--- src/rtl/serial_frame_tx.sv ---
// Serial frame transmitter: preamble then MSB-first payload, one bit per clkEN strobe.
// Optional even-parity trailer bit when PARITY_TX_EN is defined.
module serial_frame_tx #(
  parameter int                 PAT_LEN  = 4,
  parameter logic [PAT_LEN-1:0] PATTERN  = 4'b1101,
  parameter int                 DATA_W   = 8,
  parameter logic               IDLE_LVL = 1'b0
) (
  input  logic              clk,
  input  logic              rst,
  input  logic              clkEN,
  input  logic              start,
  input  logic [DATA_W-1:0] data_in,
  output logic              SerOut,
  output logic              SerOutValid,
  output logic              busy,
  output logic              done
);

  localparam int CNT_MAX = (PAT_LEN > DATA_W) ? PAT_LEN : DATA_W;
  localparam int CNT_W   = $clog2(CNT_MAX);

`ifdef PARITY_TX_EN
  typedef enum logic [1:0] {IDLE, PRE, DATA, PAR} state_t;
`else
  typedef enum logic [1:0] {IDLE, PRE, DATA} state_t;
`endif

  state_t              state, state_nxt;
  logic [CNT_W-1:0]    cnt, cnt_nxt;
  logic [DATA_W-1:0]   shreg, shreg_nxt;
  logic                done_nxt, ser_nxt, pat_bit;
`ifdef PARITY_TX_EN
  logic                par_bit;
`endif

  always_comb begin
    state_nxt = state;
    cnt_nxt   = cnt;
    shreg_nxt = shreg;
    done_nxt  = 1'b0;
    case (state)
      IDLE: if (start) begin
        shreg_nxt = data_in;
        cnt_nxt   = CNT_W'(PAT_LEN-1);
        state_nxt = PRE;
      end
      PRE: if (clkEN) begin
        if (cnt == '0) begin
          cnt_nxt   = CNT_W'(DATA_W-1);
          state_nxt = DATA;
        end else begin
          cnt_nxt = cnt - 1'b1;
        end
      end
      DATA: if (clkEN) begin
        shreg_nxt = shreg << 1;
        if (cnt == '0) begin
          cnt_nxt = '0;
`ifdef PARITY_TX_EN
          state_nxt = PAR;
`else
          state_nxt = IDLE;
          done_nxt  = 1'b1;
`endif
        end else begin
          cnt_nxt = cnt - 1'b1;
        end
      end
`ifdef PARITY_TX_EN
      PAR: if (clkEN) begin
        state_nxt = IDLE;
        done_nxt  = 1'b1;
      end
`endif
      default: state_nxt = IDLE;
    endcase
  end

  // Outputs are decoded from next-state values so they can be registered
  // without adding a cycle of latency.
  always_comb begin
    pat_bit = 1'b0;
    for (int i = 0; i < PAT_LEN; i++)
      if (cnt_nxt == CNT_W'(i)) pat_bit = PATTERN[i];
    ser_nxt = IDLE_LVL;
    case (state_nxt)
      PRE:     ser_nxt = pat_bit;
      DATA:    ser_nxt = shreg_nxt[DATA_W-1];
`ifdef PARITY_TX_EN
      PAR:     ser_nxt = par_bit;
`endif
      default: ser_nxt = IDLE_LVL;
    endcase
  end

  always_ff @(posedge clk or posedge rst) begin
    if (rst) begin
      state       <= IDLE;
      cnt         <= '0;
      shreg       <= '0;
      SerOut      <= IDLE_LVL;
      SerOutValid <= 1'b0;
      busy        <= 1'b0;
      done        <= 1'b0;
    end else begin
      state       <= state_nxt;
      cnt         <= cnt_nxt;
      shreg       <= shreg_nxt;
      SerOut      <= ser_nxt;
      SerOutValid <= (state_nxt == DATA)
`ifdef PARITY_TX_EN
                     || (state_nxt == PAR)
`endif
                     ;
      busy        <= (state_nxt != IDLE);
      done        <= done_nxt;
    end
  end

`ifdef PARITY_TX_EN
  // Parity is taken at latch time since the shift register is consumed.
  always_ff @(posedge clk or posedge rst) begin
    if (rst)                        par_bit <= 1'b0;
    else if (state == IDLE && start) par_bit <= ^data_in;
  end
`endif

endmodule

--- config.mk ---
export PLATFORM = sky130hd
export DESIGN_NAME = serial_frame_tx
export DESIGN_NICKNAME = d
export VERILOG_FILES = /design/src/rtl/serial_frame_tx.sv
export SDC_FILE = /design/constraint.sdc
export NUM_CORES = 1
export LEC_CHECK = 0
export BUFFER_PORTS_ARGS = -buffer_cell sky130_fd_sc_hd__buf_2
export CAP_MARGIN = 10
export CORE_ASPECT_RATIO = 1.5
export CORE_MARGIN = 2
export CORE_UTILIZATION = 45
export DETAILED_ROUTE_END_ITERATION = 16
export HOLD_SLACK_MARGIN = 0.02
export PLACE_DENSITY = 0.67
export SLEW_MARGIN = 5
export SYNTH_ARGS = -nofsm -noshare
export SYNTH_HDL_FRONTEND = slang
export SYNTH_SLANG_ARGS = --single-unit
--- constraint.sdc ---
create_clock -name clk -period 3 [get_ports clk]
set_input_delay 0.3 -clock clk [delete_from_list [all_inputs] [get_ports clk]]
set_output_delay 0.3 -clock clk [all_outputs]
set_load 0.01 [all_outputs]
==> flow_summary_export.csv <==
group,metric,value,unit
global_route,grt-ovfl-total,0,
sta,timing.final.crit_share,67.7,%
sta,tightest_slew,0.629,ns
floorplanning,io_pins,16,
final_layout,area_growth,10.1,%
detailed_routing,drt.antenna.violating_nets,0,
synthesis,ys_dominant_reg_cell,"sky130_fd_sc_hd__dfrtp_1",
sta,maxSlewHeadroom,58.0,%
final_layout,fillers,178,
final_layout,diode_insertion_count_for_antenna_repair,0,
worst_setup_path,setup.worst_path.class,"reg2reg",
worst_setup_path,path_cells,"or3b_1, or2_4, a21oi_1, ha_1, nand2_1, o31ai_2",
cts,total_cts_buffers,3,
worst_setup_path,cp-end-kind,"flop",
cts,cts_tree,"yes",
synthesis,post_synth.cell_area_avg,10.6,sq um
cts,cts_post_setup_buffers_inserted,0,
worst_setup_path,crit-reg2reg-capture,"SerOut",
placement,detailedPlacementHpwl,1.22,mm
worst_setup_path,setup.reg_to_reg.worst_slack,0.97,ns
sta,grt_setup_unrepaired,"false",
sta,finalCriticalPeriod,2.03,ns
worst_setup_path,max_stage_delay,0.44,ns
sta,timing.final.hold_violations,0,
synthesis,ys_types,32,
floorplanning,core-area,1850,sq um
power,total_power,866,uW
global_route,grt_antenna_before_repair,0,
worst_setup_path,cp.required,3.21,ns
synthesis,synth-edff-count,0,
synthesis,syn_inst,84,
sta,max_clock_skew,0.00355,ns
detailed_routing,vias_per_cell,5.63,
global_route,grt_pass1_vias,668,
sta,setup_tns,0,ns
floorplanning,placementRows,19,
synthesis,ys_ff_latch,17,
detailed_routing,initialDrtViolationCount,29,
detailed_routing,avgRoutedWirePerCell,13.5,um
job,max_cap_viol_count,0,
floorplanning,initial_core_util,48.0,%
power,total_leakage_power,0.000481,uW
cts,post_cts_resized,0,
floorplanning,floorplan.die_area,2360,sq um
final_layout,layout-drive-gt1-share,30.0,%
worst_setup_path,worstReg2RegStart,"cnt[0]",
synthesis,syn_nets,99,
detailed_routing,dr_total_vias,681,
global_route,wire_length_of_the_first_global_routing_pass,2.81,mm
placement,buffer_ports.inserted,15,
detailed_routing,wl,1.63,mm
cts,cts-root-buf,"sky130_fd_sc_hd__clkbuf_4",
power,power_per_cell_area,884,nW/um^2
worst_setup_path,crit_path_top_delay_cell,"sky130_fd_sc_hd__dfrtp_1",
final_layout,finalNetCount,116,
synthesis,yosysSeqAreaShare,47.8,%
cts,numClockSinks,17,
worst_setup_path,worst-path-max-fanout,6,
sta,final-setup-viol-count,0,
worst_setup_path,setup.worst_path.start_class,"flop",
worst_setup_path,reg2regPathDepth,6,
synthesis,ys_async_sr_fraction,100,%
detailed_routing,detail_route.drc_violations,0,
power,peak_supply_drop,0.455,mV
run_status,run_status,"complete, no violations",
final_layout,mostFrequentLayoutCell,"sky130_fd_sc_hd__dfrtp_1",
global_route,grt_usage,18.0,%
cts,cts.reportedPaths.clkPinSlew,0.09,ns
final_layout,layout_common_cells,"sky130_fd_sc_hd__dfrtp_1 (17), sky130_fd_sc_hd__buf_2 (15), sky130_fd_sc_hd__nand2_1 (14)",
worst_setup_path,worst_ep_arrival_time,2.25,ns
global_route,grt_max_degree,18,
sta,fmaxAchievable,492,MHz
final_layout,ff_latch_area,425,sq um
placement,gpl.final_weighted_congestion,0.692,
synthesis,post_synth_instance_area,890,sq um
cts,cts_hold_buffers,0,
sta,final_max_slew_viol_count,0,
cts,cts.path.max_buffers,2,
detailed_routing,detail_route.first_pass.iterations,4,
floorplanning,die_h,58.5,um
floorplanning,die_w,40.3,um
synthesis,yosysWarnings,0,
cts,cts_htree_levels,1,
min_path,hp-class,"in2async",
final_layout,multi_input_area,403,sq um
cts,clkLatencyLatePin,0.30,ns
cell usage after synthesis (2+ instances only):
library cell	instances	area (sq um)
sky130_fd_sc_hd__a211oi_1	2	15.0
sky130_fd_sc_hd__a21oi_1	4	20.0
sky130_fd_sc_hd__a221o_2	2	22.5
sky130_fd_sc_hd__a22o_1	2	17.5
sky130_fd_sc_hd__a22oi_1	6	45.0
sky130_fd_sc_hd__buf_6	2	22.5
sky130_fd_sc_hd__dfrtp_1	17	425
sky130_fd_sc_hd__ha_1	3	37.5
sky130_fd_sc_hd__inv_1	4	15.0
sky130_fd_sc_hd__nand2_1	14	52.6
sky130_fd_sc_hd__nand2b_1	2	12.5
sky130_fd_sc_hd__nor2_1	3	11.3
sky130_fd_sc_hd__nor3_1	3	15.0
sky130_fd_sc_hd__nor3_2	2	20.0
worst max path at each step:
stage,from,to,cells past startpoint
2_1_floorplan,cnt[0],SerOut,7
3_3_place_gp,cnt[0],SerOut,6
3_5_place_dp,cnt[0],SerOut,6
4_1_cts,cnt[0],SerOut,6
5_1_grt,state[0],SerOut,5
6_report,cnt[0],SerOut,6
cell type report:
cell class              count  area share [%]
flip-flops and latches     17            43.4
well taps                  21            2.68
clock buffers               4            2.68
repair buffers             15            7.66
multi-input cells          58            41.1
inverters                   6            2.43
flip-flops by register name, summed over array words and instances (netlist names):
register     cells
cnt              3
busy             1
SerOutValid      1
done             1
shreg            8
SerOut           1
state            2
per-stage QoR:
stage	setup slack [ns]	utilization [%]	hold WS, ns	instances	cell area (sq um)
floorplan	1.13	-	0.226	84	890
global placement	1.01	51.4	0.404	117	953
detailed placement	0.988	51.4	0.418	117	953
CTS	0.951	52.8	0.0840	121	980
global route	0.836	52.8	0.126	121	980
finish	0.968	52.8	0.0617	121	980
worst max-delay path: cells and delay by family (launching register included):
| kind | cells | cell delay [ns] |
|---|---|---|
| AO/OA/AOI/OAI | 2 | 0.51 |
| adder cells (fa/ha/maj) | 1 | 0.22 |
| flip-flops | 1 | 0.44 |
| AND/OR/NAND/NOR | 3 | 0.77 |
cell families after synthesis:
| kind of cell | count (synthesis) | synth area share, % |
|---|---|---|
| AOI/OAI and AO/OA | 21 | 18.3 |
| muxes | 1 | 1.27 |
| and+or+nand+nor | 33 | 21.5 |
| DFF | 17 | 47.8 |
| buffers and inverters | 9 | 6.89 |
| adders and majority gates | 3 | 4.22 |
routing by layer:
| layer | part of all wire, % | wire length [um] | global-route usage [%] |
|---|---|---|---|
| met1 | 42 | 688 | 20.7 |
| met2 | 50 | 807 | 28.3 |
| met3 | 4.5 | 74 | 3.40 |
| met4 | 3.6 | 59 | 12.9 |
| met5 | 0 | 0 | 0 |
power by group:
group	internal (uW)	switching, uW
Combinational	166	169
Clock	52.0	72.2
Sequential	320	87.8
(Power assumes the default switching activity.)
